[config.mk]
export PLATFORM = sky130hd
export DESIGN_NAME = updown_counter_mod
export DESIGN_NICKNAME = d
export VERILOG_FILES = /design/src/rtl/updown_counter_mod.sv
export SDC_FILE = /design/constraint.sdc
export NUM_CORES = 1
export LEC_CHECK = 0
export CAP_MARGIN = 0
export CORE_AREA = 2 2 44 76
export DETAILED_ROUTE_END_ITERATION = 6
export DIE_AREA = 0 0 46 78
export PLACE_DENSITY = 0.89
export SKIP_LAST_GASP = 1
export SLEW_MARGIN = 20
export SYNTH_ARGS = -nofsm -noshare
export SYNTH_HDL_FRONTEND = slang
export SYNTH_SLANG_ARGS = --single-unit
[constraint.sdc]
create_clock -name clk -period 4.95 [get_ports clk]
set_input_delay 0.7425 -clock clk [delete_from_list [all_inputs] [get_ports clk]]
set_output_delay 0.7425 -clock clk [all_outputs]
set_load 0.03 [all_outputs]
[src/rtl/updown_counter_mod.sv]
// updown_counter_mod: parametrised up/down counter with programmable modulus,
// wrap/saturate mode, synchronous clear/load, a registered wrap pulse and
// sticky overflow/underflow flags.
// Optional prescaler enabled by defining UDCNT_PRESCALE_EN (adds the presc port).
module updown_counter_mod #(
    parameter int WIDTH      = 8,
    parameter int PRESCALE_W = 4
) (
    input  logic                  clk,
    input  logic                  rst_n,
    input  logic                  E,
    input  logic                  D,
    input  logic                  sat,
    input  logic [WIDTH-1:0]      max_val,
    input  logic                  load,
    input  logic [WIDTH-1:0]      load_val,
    input  logic                  clr,
    input  logic                  clr_flags,
`ifdef UDCNT_PRESCALE_EN
    input  logic [PRESCALE_W-1:0] presc,
`endif
    output logic [WIDTH-1:0]      count,
    output logic                  wrap,
    output logic                  ovf,
    output logic                  unf,
    output logic                  at_max,
    output logic                  at_zero
);

    logic             tick_hit;
    logic             step;
    logic [WIDTH-1:0] count_nx;
    logic             wrap_nx;
    logic             ovf_ev;
    logic             unf_ev;

`ifdef UDCNT_PRESCALE_EN
    logic [PRESCALE_W-1:0] tick;

    assign tick_hit = (tick == presc);

    // Prescaler: counts enabled cycles, restarts on reset/clear/load or on a hit
    always_ff @(posedge clk) begin
        if (!rst_n) begin
            tick <= '0;
        end else if (clr || load) begin
            tick <= '0;
        end else if (E) begin
            if (tick_hit) tick <= '0;
            else          tick <= tick + 1'b1;
        end
    end
`else
    // Without the prescaler every enabled cycle is a step; the constant
    // comparison keeps PRESCALE_W referenced in this build.
    assign tick_hit = (PRESCALE_W > 0);
`endif

    assign at_max  = (count >= max_val);
    assign at_zero = (count == '0);
    assign step    = E && !clr && !load && tick_hit;

    // Next-count selection: clear beats load beats step; boundary events flagged here
    always_comb begin
        count_nx = count;
        wrap_nx  = 1'b0;
        ovf_ev   = 1'b0;
        unf_ev   = 1'b0;
        if (clr) begin
            count_nx = '0;
        end else if (load) begin
            count_nx = (load_val > max_val) ? max_val : load_val;
        end else if (step) begin
            if (!D) begin
                if (at_max) begin
                    ovf_ev = 1'b1;
                    if (sat) begin
                        count_nx = max_val;
                    end else begin
                        count_nx = '0;
                        wrap_nx  = 1'b1;
                    end
                end else begin
                    count_nx = count + 1'b1;
                end
            end else begin
                if (at_zero) begin
                    unf_ev = 1'b1;
                    if (sat) begin
                        count_nx = '0;
                    end else begin
                        count_nx = max_val;
                        wrap_nx  = 1'b1;
                    end
                end else begin
                    count_nx = count - 1'b1;
                end
            end
        end
    end

    // Registered count, wrap pulse and sticky flags (a flag event beats clr_flags)
    always_ff @(posedge clk) begin
        if (!rst_n) begin
            count <= '0;
            wrap  <= 1'b0;
            ovf   <= 1'b0;
            unf   <= 1'b0;
        end else begin
            count <= count_nx;
            wrap  <= wrap_nx;
            if (ovf_ev)         ovf <= 1'b1;
            else if (clr_flags) ovf <= 1'b0;
            if (unf_ev)         unf <= 1'b1;
            else if (clr_flags) unf <= 1'b0;
        end
    end

endmodule
# Word-level counts from Yosys, hierarchy flattened
# Index checks and enable logic that the tools add are counted.
# totals
regBits	11
latch_bits	0
ramBits	0
mem_bits_ro	0
input_bits	24
out_inout_bits	13
elab_cells	45
mem_count	0
# op_classes
add_sub_neg	2
multipliers	0
n_div	0
order_cmp	2
eq_ne	0
n_shift	0
n_mux	25
bitwise_logic	2
reduce_logical	10
# op_table
operator	count
two-way mux 8 bit	8
two-way mux 1 bit	17
adder 8 x 1 -> 8 bit, second input constant	1
>= comparator 8 bit	1
greater-than comparator 8 bit	1
zero test 8 bit	1
subtractor 8 x 1 -> 8 bit, second input constant	1
nonzero test 2 bit	3
OR reduction 4 bit	1
logical AND 1 bit	2
zero test 1 bit	2
inverter 1 bit	2
OR reduction 2 bit	1

# Depth between registers and ports, before layout
# Gate-level depths: netlist of the first run.
# depth
depth_word	7
ltp_mapped	10

# Least setup slack after synthesis of the first run
# No wires, ideal clock.
# synth_timing
path_kind	reg-to-output
start	reg count[0]
end	out at_max
arrival_time_ps	2126
t_required_ps	4208
slack_ps	2081
path_stages_with_launch	8
path_cell_list	dfxtp_1 > clkbuf_1 > inv_1 > ha_1 > nand2b_1 > a21oi_1 > o32ai_1 > buf_2
# synth_between
elab_chain_cells	1
# synth_rtl
element	line	source
start, declared	22	output logic [WIDTH-1:0] count,
start signal, assigned	110	count <= count_nx;
>= comparator 8 bit	59	assign at_max = (count >= max_val);
end, declared	26	output logic at_max,
# No other way between the ends.

# Worst setup path in the final report of the first run
# layout_timing
start	in max_val[7]
end	out at_max
# layout_between
elab_chain_cells	1
# layout_rtl
element	line	source
start, declared	14	input logic [WIDTH-1:0] max_val,
>= comparator 8 bit	59	
# No other way between the ends.

==> results of run 1 <==
kinds of logic (layout without fill, tap and decap cells):
logic type | count (synthesis) | after routing | share of synthesized area (%)
flops | 11 | 11 | 14.5
simple gates | 74 | 74 | 26.1
xor+xnor | 9 | 9 | 5.18
mux | 11 | 11 | 7.57
compound gates | 49 | 49 | 22.7
fa+ha+maj | 19 | 19 | 15.6
buf+inv | 29 | 57 | 8.31
registers in the layout, summed over array words and instances, names as in the netlist:
name	cells
wrap	1
count	8
ovf	1
unf	1
Yosys cell counts, types with 5 or more instances:
master,number
ha_1,19
o211ai_1,8
o21ai_0,7
dfxtp_1,11
inv_1,16
nand3_1,11
clkbuf_1,9
mux2i_1,7
and3_1,6
a31oi_1,8
nand2_1,22
a21oi_1,6
nor2_1,9
xnor2_1,5
cell type report:
cell class                      count  area [um^2]
Multi-Input combinational cell    162         1180
Fill cell                         243         1020
Timing Repair Buffer               37          368
Sequential cell                    11          220
Inverter                           16         60.1
Clock buffer                        3         41.3
Tap cell                           28         35.0
Clock inverter                      1         5.00
per-layer routing:
layer  global-route usage (%)  vias to the layer above
li1                         -                      801
met1                     30.3                      765
met2                     46.5                       63
met3                     4.42                       13
met4                     13.4                        0
met5                        0                        -
worst min-delay path: stages (launching register included):
cell and delay, ps:
dfxtp_1 330, a32oi_1 60, nor2b_1 110
power by group through the flow:
stage                     Sequential, W  Combinational (W)  Clock [W]
after floorplan                0.000105           0.000107          0
after global placement         0.000104           0.000160          0
after detailed placement       0.000105           0.000163          0
after CTS                      0.000103           0.000164  0.0000976
after global routing           0.000104           0.000179   0.000105
final                          0.000103           0.000165  0.0000980
through the flow:
| stage | total power (W) | std cells | hold WS, ps | setup WS [ps] | cell area, um^2 |
|---|---|---|---|---|---|
| after floorplan | 0.000212 | 202 | 676 | 2080 | 1520 |
| after global placement | 0.000265 | 254 | 501 | 1200 | 1860 |
| after detailed placement | 0.000267 | 254 | 526 | 1160 | 1860 |
| after CTS | 0.000364 | 258 | 549 | 1150 | 1910 |
| after global routing | 0.000388 | 258 | 588 | 1080 | 1910 |
| final | 0.000366 | 258 | 531 | 1160 | 1910 |
placed cells by master (no fill, tap or decap), types with 7 or more instances in the layout:
master / count
clkdlybuf4s50_1: 36
nand2_1: 22
ha_1: 19
inv_1: 16
nand3_1: 11
dfxtp_1: 11
nor2_1: 9
o211ai_1: 8
a31oi_1: 8
o21ai_0: 7
mux2i_1: 7
final timing paths:
check | slack (ps) | endpoint | start
setup reg to reg | 2430 | count[2] | count[2]
hold reg to reg | 530 | unf | unf
setup / recovery | 1160 | at_max | max_val[7]
hold / removal | 530 | unf | unf
==> impl_metrics.py, run 1 <==
metrics = {
    "run_status": {
        "status": "finished, final reports clean",
    },
    "floorplan": {
        "die_h_um": 78,
        "num_rows": 26,
        "die_w_um": 46,
        "dieArea_um2": 3590,
        "ioPinCount": 37,
        "core_area_um2": 2930,
        "start_util_pct": 51.9,
    },
    "clocking": {
        "cts_made_buffers": 3,
        "cts_hold_buf": 0,
        "ctsResizeCount": 0,
        "clk-insertion-delay-late_ps": 250,
        "cts_max_path_buffers": 2,
        "root_buffer": "clkbuf_8",
        "post_cts_buffers": 0,
        "cts_tree": "done",
        "clock_sink_count": 11,
        "cts_max_level": 1,
        "path_clk_slew_ps": 60,
    },
    "critical_path": {
        "critical_path_depth": 7,
        "slowest_delay_ps": 610,
        "cp-end-kind": "primary output",
        "cp_cell_sequence": "clkdlybuf4s50_1 > inv_1 > ha_1 > or4_1 > a21oi_1 > o32ai_2 > clkdlybuf4s50_1",
        "cpMaxStageDelayCell": "clkdlybuf4s50_1",
        "critPathTopFamily": "buffers and inverters",
        "cp.required_ps": 4210,
        "startpoint_type": "primary input",
        "rr_worst_depth": 8,
        "worstPathArrival_ps": 3050,
        "cpMostUsedCell": "clkdlybuf4s50_1",
        "cp_max_fo": 4,
        "path_class": "primary input to primary output",
        "cp.buffers_inverters": 3,
    },
    "finish": {
        "drive_above_1_share_pct": 7.39,
        "nets": 274,
        "postLayoutCoreUtil_pct": 65.3,
        "num_antenna_cells": 0,
        "area_delta_synth_final_pct": 25.7,
    },
    "route": {
        "drt-initial-drc-count": 64,
        "antenna_left": 0,
        "via_count": 1642,
        "met3_length_um": 244,
        "highest_layer": "met4",
        "first_pass_iters": 4,
        "wl_per_cell_um": 17.6,
        "wl_met2_mm": 2.42,
        "wl_met1_mm": 1.76,
        "postRouteWirelength_mm": 4.55,
        "avgViaCountPerCell": 6.36,
        "post-route-drc-count": 0,
    },
    "synthesis": {
        "yosysTopAreaCellShare_pct": 15.6,
        "synth-main-ff-cell": "dfxtp_1",
        "synth.largest_area_cell": "ha_1",
        "synth-edff-count": 0,
        "synth-seq-cells": 11,
        "synth.area.top_cells": "ha_1 (16%), dfxtp_1 (14%), nand2_1 (5.4%), mux2i_1 (4.6%), inv_1 (4.0%)",
        "yosysSeqAreaShare_pct": 14.5,
        "synth_warnings": 0,
        "synthCells": 202,
        "syn-num-nets": 245,
        "async_flop_share_pct": 0,
        "synth_area_um2": 1520,
        "netlist-cell-type-count": 48,
        "syn_avg_cell_area_um2": 7.53,
    },
    "sta": {
        "finalHoldViolCount": 0,
        "timing.final.crit_share_pct": 76.6,
        "fmaxAchievable_mhz": 264,
        "maxSlewHeadroom_pct": 43.7,
        "setup_viol": 0,
        "fin_setup_tns_ps": 0,
        "tightestPinTransition_ps": 845,
        "fin_crit_ps": 3790,
        "rsz0062_at_grt": "no",
        "clock_skew_ps": 6.52,
        "maxSlewViolCount": 0,
    },
    "power": {
        "p_leak_nw": 0.777,
        "p_switching_w": 0.000142,
        "p_int_w": 0.000223,
        "vdd_drop_max_mv": 0.139,
        "p_sw_share_pct": 38.9,
        "comb_power_share_pct": 45.0,
        "pwr-share-clk_pct": 26.8,
        "seq_power_share_pct": 28.2,
        "power_density_nw_per_um2": 191,
    },
    "grt": {
        "grt_overflow_total": 0,
        "grt_usage_pct": 27.2,
        "grt_max_degree": 21,
        "first_global_vias": 1667,
        "antenna_found_initial": 0,
        "grt_pass1_wl_mm": 7.33,
    },
    "run": {
        "cap_viol_max_count": 0,
    },
    "min_path": {
        "worstHoldPathType": "flop to flop",
        "whs_path_depth": 2,
    },
    "placement": {
        "hpwl_mm": 3.51,
        "gp_congestion": 0.922,
        "port_buffers": 36,
    },
}
(Power assumes the default switching activity.)
==> inputs of run 2 (changes only) <==
--- a/config.mk
+++ b/config.mk
@@ -6,10 +6,10 @@
 export NUM_CORES = 1
 export LEC_CHECK = 0
 export CAP_MARGIN = 0
-export CORE_AREA = 2 2 44 76
+export CORE_AREA = 2 2 45 78
 export DETAILED_ROUTE_END_ITERATION = 6
-export DIE_AREA = 0 0 46 78
-export PLACE_DENSITY = 0.89
+export DIE_AREA = 0 0 47 80
+export PLACE_DENSITY = 0.85
 export SKIP_LAST_GASP = 1
 export SLEW_MARGIN = 20
 export SYNTH_ARGS = -nofsm -noshare
==> constraint.sdc (replaced) <==
create_clock -name clk -period 3.5 [get_ports clk]
set_input_delay 0.525 -clock clk [delete_from_list [all_inputs] [get_ports clk]]
set_output_delay 0.525 -clock clk [all_outputs]
set_load 0.03 [all_outputs]
==> run 2 against run 1 <==
  * Clock skew is 4.9 ps lower
  * Final area is 3.1% higher
  * Clock-buffer cell count is 1 higher
  * Die area increased by 4.8%
  * Via count increased by 4.2%
  * Non-clock buffer count grew 6
  * Utilization is 1.9 points lower
  * Global-route usage shrank 0.55 points
  * Sequential power grew 43%
  * Register-to-register slack worse by 1600 ps
==> impl_metrics.py, run 2 (synthesis gave the netlist of run 1 again) <==
metrics = {
    "finish": {
        "drive_above_1_share_pct": 9.75,
        "n_fill_cell": 286,
        "top_register": "count",
        "final_cell_mix": "clkdlybuf4s50_1 (35), nand2_1 (22), ha_1 (19), inv_1 (16)",
        "area_delta_synth_final_pct": 29.6,
        "stdcell_area_um2": 1970,
        "largest_reg_flops": 8,
        "nets": 280,
        "final_common_cell": "clkdlybuf4s50_1",
        "num_antenna_cells": 0,
    },
    "grt": {
        "antenna_found_initial": 0,
        "grt_overflow_total": 0,
        "grt_pass1_wl_mm": 7.40,
        "grt_usage_pct": 26.7,
        "grt_max_degree": 21,
        "first_global_vias": 1632,
    },
    "power": {
        "p_switching_w": 0.000204,
        "p_leak_nw": 0.805,
        "seq_power_share_pct": 27.7,
        "pwr-share-clk_pct": 26.6,
        "comb_power_share_pct": 45.6,
        "power_density_nw_per_um2": 268,
        "p_sw_share_pct": 38.6,
        "vdd_drop_max_mv": 0.220,
        "p_int_w": 0.000325,
        "power_w": 0.000529,
    },
    "critical_path": {
        "cpMaxStageDelayCell": "o32ai_2",
        "cp.required_ps": 2970,
        "critPathTopFamily": "buffers and inverters",
        "path_class": "primary input to primary output",
        "cp-end-kind": "primary output",
        "cp.buffers_inverters": 3,
        "startpoint_type": "primary input",
        "worstPathArrival_ps": 2550,
        "slowest_delay_ps": 640,
        "cp_max_fo": 9,
        "cp_cell_sequence": "clkdlybuf4s50_1 > inv_1 > ha_1 > a41oi_1 > o32ai_2 > buf_4",
        "r2r-start": "count[0]",
        "critPathLaunch": "max_val[5]",
    },
    "route": {
        "via_count": 1711,
        "post-route-drc-count": 0,
        "antenna_left": 0,
        "wl_met1_mm": 1.72,
        "first_pass_iters": 5,
        "wl_met2_mm": 2.42,
        "highest_layer": "met4",
        "drt-initial-drc-count": 79,
        "postRouteWirelength_mm": 4.61,
        "met3_length_um": 317,
        "wl_per_cell_um": 16.5,
        "avgViaCountPerCell": 6.13,
    },
    "placement": {
        "gp_congestion": 0.933,
        "hpwl_mm": 3.52,
        "placed_area_um2": 1930,
        "port_buffers": 36,
    },
    "clocking": {
        "ctsResizeCount": 0,
        "cts_hold_buf": 0,
        "clk-insertion-delay-late_ps": 240,
        "path_clk_slew_ps": 60,
        "post_cts_buffers": 0,
        "clock_sink_count": 11,
        "cts_max_level": 1,
        "cts_made_buffers": 3,
        "cts_tree": "done",
        "root_buffer": "clkbuf_8",
        "cts_max_path_buffers": 2,
    },
    "floorplan": {
        "core_area_um2": 3110,
        "ioPinCount": 37,
        "start_util_pct": 48.9,
        "die_w_um": 47,
        "dieArea_um2": 3760,
        "die_h_um": 80,
        "num_rows": 27,
    },
    "sta": {
        "rsz0062_at_grt": "no",
        "timing.final.crit_share_pct": 87.7,
        "fin_crit_ps": 3070,
        "maxSlewViolCount": 0,
        "fmaxAchievable_mhz": 326,
        "clock_skew_ps": 1.64,
        "tightestPinTransition_ps": 774,
        "fin_setup_tns_ps": 0,
        "finalHoldViolCount": 0,
        "maxSlewHeadroom_pct": 48.4,
        "setup_viol": 0,
    },
    "run": {
        "cap_viol_max_count": 0,
    },
    "min_path": {
        "worstHoldPathType": "flop to flop",
        "min_from": "unf",
    },
    "run_status": {
        "status": "finished, final reports clean",
    },
}
==> run 2: path summary, 6_finish.rpt <==
check,to,slack (ps),cells after the start
worst max-delay path,at_max,430,6
worst min-delay path,unf,530,2
worst max register to register,count[4],820,9
worst min register to register,unf,530,2
==> run 2: per-layer routing <==
metal | vias up | GRT usage [%]
met1 | 792 | 32.0
met2 | 84 | 45.3
met5 | - | 0
met3 | 22 | 3.62
met4 | 0 | 10.3
li1 | 813 | -
==> run 2: area by class of cell <==
cell class | instances | area (um^2) | share of cell area (%)
sequential | 11 | 220 | 11.2
inverter | 16 | 60.1 | 3.05
multi-input combinational | 162 | 1180 | 59.9
tap | 43 | 53.8 | 2.73
clock buffer | 4 | 45.0 | 2.29
timing repair buffer | 43 | 410 | 20.8
==> run 2: power groups by stage <==
stage | sequential, W | combinational, W | clock, W
global placement | 0.000148 | 0.000234 | 0
CTS | 0.000146 | 0.000240 | 0.000139
finish | 0.000147 | 0.000241 | 0.000141
floorplan | 0.000149 | 0.000151 | 0
global route | 0.000147 | 0.000262 | 0.000146
detailed placement | 0.000149 | 0.000238 | 0
==> run 2: stage by stage <==
step	worst slack (ps)	hold slack (ps)	util [%]	std cells
CTS	426	534	63.4	279
detailed placement	369	512	62.0	275
finish	429	525	63.4	279
global placement	379	503	62.0	275
global route	310	588	63.4	279
floorplan	772	653	-	202
==> run 2: worst register-to-register path: cells and delay by family (launching register included) <==
kind	cells	cell delay [ps]
AOI/OAI and AO/OA	4	1010
muxes	1	190
adders and majority gates	1	300
DFF	1	540
buffers and inverters	2	450
and+or+nand+nor	1	120
==> inputs of run 3 (changes only) <==
--- a/config.mk
+++ b/config.mk
@@ -9,6 +9,7 @@
 export CORE_AREA = 2 2 45 78
 export DETAILED_ROUTE_END_ITERATION = 6
 export DIE_AREA = 0 0 47 80
+export HOLD_SLACK_MARGIN = 0.02
 export PLACE_DENSITY = 0.85
 export SKIP_LAST_GASP = 1
 export SLEW_MARGIN = 20
==> results of run 3 <==
No change in the layout: final DEF, timing and power equal those of run 2.
